[config.mk]
export PLATFORM = sky130hd
export DESIGN_NAME = k12a_clock_ctrl
export DESIGN_NICKNAME = d
export VERILOG_FILES = /design/src/rtl/k12a_clock_ctrl.sv
export SDC_FILE = /design/constraint.sdc
export NUM_CORES = 1
export LEC_CHECK = 0
export BUFFER_PORTS_ARGS = -buffer_cell sky130_fd_sc_hd__buf_2
export CAP_MARGIN = 20
export CORE_AREA = 2 2 76 150
export DETAILED_ROUTE_END_ITERATION = 10
export DIE_AREA = 0 0 78 152
export PLACE_DENSITY = 0.58
export SLEW_MARGIN = 10
export SYNTH_ARGS = -nofsm -noshare
export SYNTH_HDL_FRONTEND = slang
export SYNTH_SLANG_ARGS = --single-unit
[constraint.sdc]
create_clock -name sys_clock -period 2.65 [get_ports sys_clock]
set_input_delay 0.3975 -clock sys_clock [delete_from_list [all_inputs] [get_ports sys_clock]]
set_output_delay 0.3975 -clock sys_clock [all_outputs]
set_load 0.05 [all_outputs]
[src/rtl/k12a_clock_ctrl.sv]
// k12a_clock_ctrl: clock/reset controller for the k12a core.
// Stretches and synchronously releases the core reset, and drives a registered
// clock-enable in halt, free-run, single-step or divided-run mode.
// Optional breakpoint support is enabled by defining K12A_CLOCK_CTRL_BREAK_EN.
module k12a_clock_ctrl #(
    parameter int unsigned RESET_CYCLES    = 16,
    parameter int unsigned DIV_WIDTH       = 16,
    parameter int unsigned DEBOUNCE_CYCLES = 1000,
    parameter int unsigned COUNT_WIDTH     = 32
) (
    input  logic                   sys_clock,
    input  logic                   reset_n,
    input  logic [1:0]             mode,
    input  logic [DIV_WIDTH-1:0]   divisor,
    input  logic                   step_button,
`ifdef K12A_CLOCK_CTRL_BREAK_EN
    input  logic [15:0]            pc,
    input  logic [15:0]            break_addr,
    input  logic                   break_valid,
    output logic                   halted,
`endif
    output logic                   cpu_reset_n,
    output logic                   clock_en,
    output logic                   running,
    output logic [COUNT_WIDTH-1:0] cycle_count
);

    localparam int unsigned RST_CNT_W = (RESET_CYCLES > 1) ? $clog2(RESET_CYCLES) : 1;
    localparam int unsigned DB_CNT_W  = (DEBOUNCE_CYCLES > 1) ? $clog2(DEBOUNCE_CYCLES) : 1;

    localparam logic [1:0] MODE_HALT = 2'b00;
    localparam logic [1:0] MODE_FREE = 2'b01;
    localparam logic [1:0] MODE_STEP = 2'b10;
    localparam logic [1:0] MODE_DIV  = 2'b11;

    typedef enum logic {
        ST_RESET  = 1'b0,
        ST_ACTIVE = 1'b1
    } state_t;

    state_t                 state_q, state_d;
    logic [1:0]             rst_sync_q, rst_sync_d;
    logic [RST_CNT_W-1:0]   rst_cnt_q, rst_cnt_d;
    logic                   cpu_reset_n_q, cpu_reset_n_d;
    logic                   clock_en_q, clock_en_d;
    logic [COUNT_WIDTH-1:0] cycle_count_q, cycle_count_d;
    logic [DIV_WIDTH-1:0]   div_cnt_q, div_cnt_d;
    logic [1:0]             mode_prev_q, mode_prev_d;
    logic [1:0]             step_sync_q, step_sync_d;
    logic [DB_CNT_W-1:0]    db_cnt_q, db_cnt_d;
    logic                   db_level_q, db_level_d;
`ifdef K12A_CLOCK_CTRL_BREAK_EN
    logic                   halted_q, halted_d;
`endif

    logic step_pulse;
    logic mode_changed;

    // Next-state logic for reset stretch, debouncer, divider and clock-enable
    always_comb begin
        state_d       = state_q;
        rst_sync_d    = {rst_sync_q[0], 1'b1};
        rst_cnt_d     = rst_cnt_q;
        cpu_reset_n_d = cpu_reset_n_q;
        clock_en_d    = 1'b0;
        cycle_count_d = cycle_count_q + COUNT_WIDTH'(clock_en_q);
        div_cnt_d     = div_cnt_q;
        mode_prev_d   = mode;
        step_sync_d   = {step_sync_q[0], step_button};
        db_cnt_d      = db_cnt_q;
        db_level_d    = db_level_q;
        step_pulse    = 1'b0;
        mode_changed  = (mode != mode_prev_q);
`ifdef K12A_CLOCK_CTRL_BREAK_EN
        halted_d      = halted_q;
`endif

        // Debounce: the synced level must differ from the accepted level for
        // DEBOUNCE_CYCLES consecutive cycles before it is taken.
        if (step_sync_q[1] != db_level_q) begin
            if (db_cnt_q == DB_CNT_W'(DEBOUNCE_CYCLES - 1)) begin
                db_level_d = step_sync_q[1];
                db_cnt_d   = '0;
                step_pulse = step_sync_q[1];
            end else begin
                db_cnt_d = db_cnt_q + DB_CNT_W'(1);
            end
        end else begin
            db_cnt_d = '0;
        end

        if (mode_changed) begin
            div_cnt_d = '0;
        end

        if (state_q == ST_RESET) begin
            // Hold the core in reset until the synchronized release has been
            // seen for RESET_CYCLES cycles.
            if (rst_sync_q[1]) begin
                if (rst_cnt_q == RST_CNT_W'(RESET_CYCLES - 1)) begin
                    state_d       = ST_ACTIVE;
                    cpu_reset_n_d = 1'b1;
                    rst_cnt_d     = '0;
                end else begin
                    rst_cnt_d = rst_cnt_q + RST_CNT_W'(1);
                end
            end
        end else begin
            if (!mode_changed) begin
                case (mode)
                    MODE_HALT: clock_en_d = 1'b0;
                    MODE_FREE: clock_en_d = 1'b1;
                    MODE_STEP: clock_en_d = step_pulse;
                    MODE_DIV: begin
                        // >= so that lowering the divisor below the count
                        // still fires and wraps on the next compare.
                        if (div_cnt_q >= divisor) begin
                            clock_en_d = 1'b1;
                            div_cnt_d  = '0;
                        end else begin
                            div_cnt_d = div_cnt_q + DIV_WIDTH'(1);
                        end
                    end
                endcase
            end
`ifdef K12A_CLOCK_CTRL_BREAK_EN
            // A hit suppresses the enable on the same edge so the core stops
            // right after executing the breakpoint address.
            if (halted_q) begin
                clock_en_d = step_pulse && !mode_changed;
                if (mode_changed || step_pulse) begin
                    halted_d = 1'b0;
                end
            end else if (clock_en_q && break_valid && (pc == break_addr)) begin
                halted_d   = 1'b1;
                clock_en_d = 1'b0;
            end
`endif
        end
    end

    // State and output registers, all cleared by the asynchronous reset
    always_ff @(posedge sys_clock or negedge reset_n) begin
        if (!reset_n) begin
            state_q       <= ST_RESET;
            rst_sync_q    <= '0;
            rst_cnt_q     <= '0;
            cpu_reset_n_q <= 1'b0;
            clock_en_q    <= 1'b0;
            cycle_count_q <= '0;
            div_cnt_q     <= '0;
            mode_prev_q   <= '0;
            step_sync_q   <= '0;
            db_cnt_q      <= '0;
            db_level_q    <= 1'b0;
`ifdef K12A_CLOCK_CTRL_BREAK_EN
            halted_q      <= 1'b0;
`endif
        end else begin
            state_q       <= state_d;
            rst_sync_q    <= rst_sync_d;
            rst_cnt_q     <= rst_cnt_d;
            cpu_reset_n_q <= cpu_reset_n_d;
            clock_en_q    <= clock_en_d;
            cycle_count_q <= cycle_count_d;
            div_cnt_q     <= div_cnt_d;
            mode_prev_q   <= mode_prev_d;
            step_sync_q   <= step_sync_d;
            db_cnt_q      <= db_cnt_d;
            db_level_q    <= db_level_d;
`ifdef K12A_CLOCK_CTRL_BREAK_EN
            halted_q      <= halted_d;
`endif
        end
    end

    assign cpu_reset_n = cpu_reset_n_q;
    assign clock_en    = clock_en_q;
    assign cycle_count = cycle_count_q;
    assign running     = (state_q == ST_ACTIVE) && ((mode == MODE_FREE) || (mode == MODE_DIV));
`ifdef K12A_CLOCK_CTRL_BREAK_EN
    assign halted      = halted_q;
`endif

endmodule

==> impl_metrics.yaml, run 1 <==
pwr:
  p_total_mw: 2.91
  p_leak_nw: 2.30
  peakVddDrop_uv: 316
  powerDensity_mw_per_mm2: 652
floorplan:
  die_x_microns: 78
  die_y_microns: 152
  rows: 54
  start_util_pct: 33.8
  dieArea_sq_mm: 0.0119
  design.core.area_sq_mm: 0.0108
  pin_count: 56
synthesis:
  syn-instance-count: 351
  synth_nets: 393
  synthSimpleGateAreaFrac_pct: 21.5
  avgSynthCellArea_sq_um: 10.4
  ys_seq_elements: 72
  synth-compound-area-share_pct: 8.47
  yosysUniqueCellTypes: 43
  netlist_area_sq_mm: 0.00365
  synthMuxAreaShare_pct: 0.617
  synth_xor_area_share_pct: 10.1
  ys_seq_area_share_pct: 49.4
  yosys_warnings: 0
  synth_top_family_by_area: "simple AND/OR/NAND/NOR gates"
  synthAdderAreaFrac_pct: 7.20
finish:
  fin_nets: 463
  multi_input_area_sq_mm: 0.00175
  synthToLayoutAreaGrowth_pct: 22.4
  drive_above_1_share_pct: 20.4
  n_antenna_cell: 0
  seqCellArea_sq_mm: 0.00180
  fillCellCount: 1091
sta:
  period_minus_slack_ns: 2.43
  clock_skew_ns: 0.00695
  relSlewSlack_pct: 57.5
  setup_viol: 0
  rsz0062_at_grt: "no"
  fmax_mhz: 411
  period_share_pct: 91.9
  hold_violations: 0
  tightest_slew_ns: 0.638
  timing.setup.tns_ns: 0
  maxSlewViolCount: 0
setup_path:
  arrival_ns: 2.65
  cp.required_ns: 2.87
  timing.rr.start: "div_cnt_q[15]"
  path_cells: "ha_1 > and4_4 > nand4_1 > or4_4 > nand3_2 > buf_4 > o21ai_0 > a22o_1"
  end_kind: "flip-flop"
  crit_family: "simple AND/OR/NAND/NOR gates"
  critPathLaunchType: "flip-flop"
  path_class: "flip-flop to flip-flop"
  path_max_fanout: 10
  slowest_delay_ns: 0.57
  critPathSlowestCell: "or4_4"
  crit_start: "div_cnt_q[15]"
  critPathBufInv: 1
clock_network:
  hold_buffers: 0
  postCtsSetupBuffers: 0
  cts_tree: "done"
  clk_path_buf_depth: 2
  clkSlewWorstSetupHoldPaths_ns: 0.06
  clock_sinks: 72
  cts-root-buf: "clkbuf_16"
  clk_latency_ns: 0.33
  cts-buffers-inserted: 9
  htreeDepth: 3
  cts_resized: 0
status:
  outcome: "finished, final reports clean"
routing:
  drc_errors: 0
  drt_first_pass_iters: 4
  wirelength_microns: 7990
  wl_per_cell_microns: 14.1
  vias: 2843
  ant_nets: 0
  drt_iter0_drc: 95
  drt-vias-per-instance: 5.02
placement:
  port_buffers: 55
  place_congestion: 0.842
  dp.final_hpwl_microns: 6130
hold_path:
  worst_hold_path_type: "primary input to asynchronous set/reset pin"
grt:
  grt_max_degree: 47
  grtUsageTotal_pct: 14.7
  grt_remaining_overflow: 0
  antenna_found_initial: 0
  grt_pass1_vias: 2976
  grt_pass1_wl_microns: 13900
flow_run:
  max_cap_violations: 0
-- stage by stage --
step	hold WS, ns	std cells	util (%)	worst slack, ns	instance area [sq um]
finish	0.0943	566	41.3	0.215	4470
global placement	0.335	550	38.4	0.221	4150
detailed placement	0.336	550	38.4	0.151	4150
CTS	0.0996	566	41.3	0.206	4470
floorplan	0.102	351	-	0.359	3650
global route	0.128	566	41.3	0.0702	4470
-- state kept, by name (all words and copies together) (netlist names) --
| name | cells |
|---|---|
| div_cnt_q | 16 |
| clock_en | 1 |
| rst_cnt_q | 4 |
| mode_prev_q | 2 |
| state_q | 1 |
| rst_sync_q | 2 |
| cpu_reset_n | 1 |
| step_sync_q | 2 |
| cycle_count | 32 |
| db_cnt_q | 10 |
| db_level_q | 1 |
-- final timing paths --
kind | slack (ns) | to | depth (start not counted)
max reg2reg | 0.22 | div_cnt_q[3] | 8
max in group asynchronous | 1.89 | cycle_count[31] | 2
max | 0.22 | div_cnt_q[3] | 8
min in group sys_clock | 0.17 | step_sync_q[0] | 1
min | 0.09 | cycle_count[24] | 1
min reg2reg | 0.35 | step_sync_q[1] | 0
-- power by group --
part / internal [mW] / total [mW] / switching (mW) / leakage, nW
Clock: 0.844 / 1.29 / 0.447 / 0.158
Combinational: 0.127 / 0.380 / 0.252 / 1.17
Sequential: 1.17 / 1.24 / 0.0692 / 0.975
Total: 2.14 / 2.91 / 0.769 / 2.30
-- metal layers --
| layer | routed length, microns | part of all wire, % | track usage (%) | vias to the layer above |
|---|---|---|---|---|
| met5 | 0 | 0 | 0 | - |
| met2 | 4300 | 54 | 26.3 | 80 |
| met1 | 3050 | 38 | 15.4 | 1357 |
| met3 | 338 | 4.2 | 3.56 | 23 |
| li1 | - | - | - | 1383 |
| met4 | 292 | 3.7 | 7.94 | 0 |
-- cell families (layout without fill, tap and decap cells) --
kind of cell    Yosys count  in the layout
flops                    72             72
xor+xnor                 42             42
buf+inv                  23             98
fa+ha+maj                21             21
other cells               1              1
simple gates            143            143
mux                       2              2
compound gates           47             47
-- Yosys cell counts (all sizes together) --
library cell	count	area (sq um)
a22o	3	26.3
nor4	2	12.5
and3b	1	8.76
or4	1	11.3
nor2b	5	31.3
nand2	28	105
nand3b	1	7.51
a21oi	7	35.0
o22a	2	17.5
o211ai	1	7.51
a41oi	1	8.76
mux2	2	22.5
clkbuf	2	7.51
and2	4	25.0
ha	21	263
dfrtp	72	1800
conb	1	3.75
a211oi	2	15.0
o21a	1	7.51
and4	8	72.6
a221o	2	20.0
nor3b	8	60.1
nand3	23	120
o21ai	16	80.1
a2111oi	1	8.76
inv	19	71.3
or2	1	6.26
nor2	27	101
or3	1	6.26
a21o	11	82.6
nand4	14	87.6
nand2b	2	12.5
xor2	12	105
nor3	5	41.3
and3	12	75.1
xnor2	30	263
buf	2	18.8
-- layout make-up --
type / instances / area share (%)
Clock inverter: 6 / 1.85
Multi-Input combinational cell: 256 / 39.2
Clock buffer: 10 / 5.35
Inverter: 19 / 1.60
Timing Repair Buffer: 63 / 7.78
Sequential cell: 72 / 40.3
Tap cell: 140 / 3.92
-- cells in the final DEF, fill, tap and decap left out, types with 3 or more instances in the layout --
| cell | instances |
|---|---|
| nand2_1 | 28 |
| inv_1 | 19 |
| a22o_1 | 3 |
| o21ai_0 | 16 |
| nor2b_1 | 5 |
| nand4_1 | 14 |
| xor2_1 | 12 |
| nor2_1 | 27 |
| and3_1 | 12 |
| clkinv_2 | 3 |
| a21o_1 | 11 |
| dfrtp_1 | 72 |
| nor3b_1 | 8 |
| a21oi_1 | 7 |
| buf_4 | 7 |
| and4_1 | 7 |
| xnor2_1 | 30 |
| nor3_1 | 3 |
| clkbuf_16 | 9 |
| ha_1 | 21 |
| buf_2 | 55 |
| and2_1 | 3 |
| nand3_1 | 22 |
(Power assumes the default switching activity.)
==> run 2, diff against run 1 <==
Settings changed: BUFFER_PORTS_ARGS -buffer_cell sky130_fd_sc_hd__buf_2 to -buffer_cell sky130_fd_sc_hd__buf_4, GPL_ROUTABILITY_DRIVEN from default to 1, PLACE_DENSITY 0.58 to 0.49.
==> impl_metrics.yaml, run 2 (synthesized netlist as in run 1, its figures left out) <==
grt:
  antenna_found_initial: 0
  grt_pass1_vias: 3003
  grtUsageTotal_pct: 15.6
  grt_pass1_wl_microns: 14400
  grt_remaining_overflow: 0
  grt_max_degree: 73
setup_path:
  rr_worst_depth: 7
  timing.rr.start: "div_cnt_q[12]"
  arrival_ns: 2.67
  ff2ff_setup_slack_ns: 0.19
  slowest_delay_ns: 0.57
  path_cells: "ha_1 > and4_4 > nand4_1 > or4_4 > nand3_1 > nor2_1 > a221o_1"
  crit_family: "simple AND/OR/NAND/NOR gates"
  cp.required_ns: 2.86
  end_kind: "flip-flop"
  worst-path-stages: 7
  critPathLaunchType: "flip-flop"
  path_class: "flip-flop to flip-flop"
  timing.rr.end: "div_cnt_q[15]"
  critPathSlowestCell: "or4_4"
  critPathBufInv: 0
  path_max_fanout: 6
placement:
  place_congestion: 0.845
  port_buffers: 55
  post-place-cells: 549
  dp.final_hpwl_microns: 6620
  place_worst_setup_slack_ns: 0.140
floorplan:
  dieArea_sq_mm: 0.0119
  start_util_pct: 33.8
  die_y_microns: 152
  design.core.area_sq_mm: 0.0108
  rows: 54
  die_x_microns: 78
  pin_count: 56
clock_network:
  cts_resized: 0
  htreeDepth: 3
  clk_path_buf_depth: 2
  cts-buffers-inserted: 9
  cts_tree: "done"
  clkSlewWorstSetupHoldPaths_ns: 0.06
  postCtsSetupBuffers: 0
  clk_latency_ns: 0.33
  cts-root-buf: "clkbuf_16"
  hold_buffers: 0
  clock_sinks: 72
sta:
  setup_viol: 0
  period_share_pct: 92.8
  hold_violations: 0
  maxSlewViolCount: 0
  fmax_mhz: 407
  fin_ws_ns: 0.190
  timing.setup.tns_ns: 0
  rsz0062_at_grt: "no"
  relSlewSlack_pct: 66.4
  tightest_slew_ns: 0.502
  clock_skew_ns: 0.00605
  period_minus_slack_ns: 2.46
routing:
  drt_iter0_drc: 136
  drt_first_pass_iters: 4
  wirelength_microns: 8620
  drc_errors: 0
  drt-vias-per-instance: 4.99
  vias: 2820
  ant_nets: 0
  wl_per_cell_microns: 15.3
pwr:
  combPwrFrac_pct: 13.8
  p_leak_nw: 2.32
  peakVddDrop_uv: 378
  netSwitchingFraction_pct: 26.6
  seqPwrFrac_pct: 41.8
  clkPwrFrac_pct: 44.4
  netSwitchingPower_mw: 0.790
  powerDensity_mw_per_mm2: 642
  intPower_mw: 2.18
hold_path:
  worst_hold_path_type: "primary input to asynchronous set/reset pin"
finish:
  largest_register_ffs: 32
  layout_commonest_cell: "dfrtp_1"
  final_cells: 565
  drive_above_1_share_pct: 20.2
  n_antenna_cell: 0
  synthToLayoutAreaGrowth_pct: 26.6
  final_cell_mix: "dfrtp_1 (72), buf_4 (60), xnor2_1 (30), nand2_1 (28), nor2_1 (27)"
  fin_nets: 462
flow_run:
  max_cap_violations: 0
status:
  outcome: "finished, final reports clean"
run 2: cell count changes in the layout (fill, tap and decap cells not counted), sizes merged:
cell / delta
clkinv: -1
clkinvlp: +1
buf: -1
run 2: worst max-delay path by stage:
stage,end,from,slack [ns]
after detailed placement,div_cnt_q[12],divisor[13],0.14
after global routing,div_cnt_q[15],div_cnt_q[13],0.08
after CTS,div_cnt_q[12],div_cnt_q[12],0.18
final,div_cnt_q[15],div_cnt_q[12],0.19
after floorplan,cycle_count[26],cycle_count[0],0.36
after global placement,div_cnt_q[10],divisor[13],0.19
run 2: final cells by class:
class	count	area (sq um)
inverters	19	71.3
flip-flops and latches	72	1800
repair buffers	62	490
multi-input cells	256	1750
clock inverters	6	92.6
fillers	1087	6190
well taps	140	175
clock buffers	10	239
run 2: layer usage:
layer	track usage, %	part of all wire, %
met5	0	0
met4	8.35	3.3
met3	2.49	3.1
met2	29.9	58
met1	15.4	36
run 2: power groups by stage:
| stage | Combinational (mW) | Clock [mW] | Sequential [mW] |
|---|---|---|---|
| after floorplan | 0.178 | 0 | 1.33 |
| after global placement | 0.411 | 0 | 1.26 |
| after detailed placement | 0.419 | 0 | 1.26 |
| after CTS | 0.421 | 1.36 | 1.24 |
| after global routing | 0.465 | 1.41 | 1.25 |
| final | 0.410 | 1.32 | 1.24 |
run 2: stage by stage:
stage / util (%) / total power, mW / hold slack (ns) / cell area (sq um)
floorplan: - / 1.51 / 0.102 / 3650
global placement: 39.7 / 1.67 / 0.332 / 4290
detailed placement: 39.7 / 1.68 / 0.337 / 4290
CTS: 42.7 / 3.02 / 0.0885 / 4620
global route: 42.7 / 3.13 / 0.110 / 4620
finish: 42.7 / 2.97 / 0.0559 / 4620
==> run 3, diff against run 2 <==
Settings changed: ABC_AREA from default to 1, CORE_AREA 2 2 76 150 to 2 2 80 158, DIE_AREA 0 0 78 152 to 0 0 82 160.
==> impl_metrics.yaml, run 3 <==
status:
  outcome: "finished, final reports clean"
pwr:
  p_leak_nw: 2.55
  powerDensity_mw_per_mm2: 590
  peakVddDrop_uv: 614
  p_total_mw: 2.96
setup_path:
  cp.required_ns: 2.86
  arrival_ns: 2.18
  ff2ff_setup_slack_ns: 0.69
  path_class: "flip-flop to flip-flop"
  rr_worst_depth: 10
  end_kind: "flip-flop"
  critPathLaunchType: "flip-flop"
  timing.rr.start: "div_cnt_q[14]"
  crit_start: "div_cnt_q[14]"
  timing.rr.end: "div_cnt_q[12]"
  path_max_fanout: 8
  critPathCapture: "div_cnt_q[12]"
synthesis:
  synth_area_leaders: "dfrtp_1 (44%), nand2_1 (11%), ha_1 (6.4%)"
  yosys-top-cells-count: "nand2_1 (119), dfrtp_1 (72), inv_1 (69)"
  yosysUniqueCellTypes: 33
  ys_seq_elements: 72
  ys_seq_area_share_pct: 44.2
  synth_edf_count: 0
  yosys_most_used_dff: "dfrtp_1"
  synth_nets: 542
  avgSynthCellArea_sq_um: 8.16
  yosys_warnings: 0
  async_reset_ff_share_pct: 100
  syn-instance-count: 500
  netlist_area_sq_mm: 0.00408
  yosysMostFrequentCell: "nand2_1"
  yosys.area.top_type: "dfrtp_1"
  synth_top_area_share_pct: 44.2
grt:
  grt_pass1_wl_microns: 15700
  grt_pass1_vias: 3244
  antenna_found_initial: 0
  grtUsageTotal_pct: 15.4
  grt_max_degree: 73
  grt_remaining_overflow: 0
hold_path:
  worst_hold_path_type: "primary input to asynchronous set/reset pin"
clock_network:
  postCtsSetupBuffers: 0
  clk_path_buf_depth: 2
  htreeDepth: 3
  cts-root-buf: "clkbuf_16"
  hold_buffers: 0
  cts-buffers-inserted: 9
  cts_tree: "done"
  clk_latency_ns: 0.33
  cts_resized: 0
  clock_sinks: 72
  clkSlewWorstSetupHoldPaths_ns: 0.06
floorplan:
  dieArea_sq_mm: 0.0131
  pin_count: 56
  start_util_pct: 34.1
  design.core.area_sq_mm: 0.0120
  rows: 57
  die_x_microns: 82
  die_y_microns: 160
finish:
  n_antenna_cell: 0
  final_util_pct: 41.9
  largest_register_ffs: 32
  synthToLayoutAreaGrowth_pct: 23.0
  drive_above_1_share_pct: 15.1
  final_cells: 717
  fin_nets: 607
  layout_commonest_cell: "nand2_1"
  multi_input_area_sq_mm: 0.00199
  seqCellArea_sq_mm: 0.00180
  fillCellCount: 1266
  final_cell_mix: "nand2_1 (119), dfrtp_1 (72), inv_1 (69), buf_4 (58), nand3_1 (46)"
flow_run:
  max_cap_violations: 0
sta:
  period_share_pct: 74.1
  setup_viol: 0
  whs_ns: 0.0521
  period_minus_slack_ns: 1.96
  hold_violations: 0
  rsz0062_at_grt: "no"
  maxSlewViolCount: 0
  clock_skew_ns: 0.00711
  fmax_mhz: 509
  timing.setup.tns_ns: 0
routing:
  wl_per_cell_microns: 12.8
  ant_nets: 0
  drt_iter0_drc: 195
  drt-vias-per-instance: 4.62
  drt_first_pass_iters: 4
  wirelength_microns: 9160
  vias: 3313
  drc_errors: 0
placement:
  place_congestion: 0.818
  port_buffers: 55
  dp.final_hpwl_microns: 6890
  post-place-cells: 701
==> run 3: cell count changes in the layout (fill, tap and decap cells not counted), sizes merged, moves of 9 or more <==
cell	previous run	this run
a21o	11	0
and3	12	1
inv	19	69
nand2	28	123
nand3	23	46
nor2	27	45
nor3	5	17
xnor2	30	21
xor2	12	21
==> run 3: final cells by class <==
cell class | count | area share [%]
Inverter | 70 | 5.23
Multi-Input combinational cell | 353 | 39.7
Timing Repair Buffer | 59 | 9.07
Sequential cell | 72 | 35.9
Clock buffer | 11 | 4.84
Clock inverter | 5 | 1.60
Tap cell | 147 | 3.66
==> run 3: how the worst min path moves through the flow <==
stage	from	end	slack [ns]	depth (start not counted)
after detailed placement	step_sync_q[0]	step_sync_q[1]	0.34	0
after global routing	reset_n	div_cnt_q[8]	0.10	2
after CTS	reset_n	div_cnt_q[8]	0.09	2
final	reset_n	div_cnt_q[8]	0.05	2
after global placement	rst_sync_q[0]	rst_sync_q[1]	0.33	0
after floorplan	reset_n	clock_en	0.10	0
==> run 3: through the flow <==
stage          setup WS, ns  cell area [sq um]
2_1_floorplan         0.649               4080
3_3_place_gp          0.605               4700
3_5_place_dp          0.615               4700
4_1_cts               0.677               5020
5_1_grt               0.382               5020
6_report              0.687               5020
==> run 3: logic make-up (layout without fill, tap and decap cells) <==
group / count (synthesis) / after routing / share of synthesized area, %
adders and majority gates: 21 / 21 / 6.44
other: 1 / 1 / 0.0919
AOI/OAI and AO/OA: 38 / 38 / 5.34
xor gates and xnor gates: 42 / 42 / 9.02
DFF: 72 / 72 / 44.2
buffers and inverters: 75 / 145 / 6.99
and+or+nand+nor: 251 / 251 / 28.0
==> run 3: where the power goes <==
part | switching (mW) | internal, mW
clock | 0.454 | 0.848
combinational | 0.291 | 0.141
sequential | 0.0572 | 1.17
==> run 3: per-layer routing <==
metal	GRT usage [%]	up-vias	share of wire [%]
met1	22.4	1521	51
met5	0	-	0
li1	-	1735	-
met3	3.56	9	3.3
met4	4.77	0	1.2
met2	22.6	48	45
==> run 3: worst max-delay path: stages, from the launching register on <==
cell and delay (ns):
dfrtp_1 0.45, ha_1 0.30, nand2_1 0.04, inv_1 0.06, nand3_1 0.09, nor2_1 0.17, nand2_1 0.19, nand2_1 0.28
inv_1 0.13, nand3b_1 0.10, nand2_1 0.05
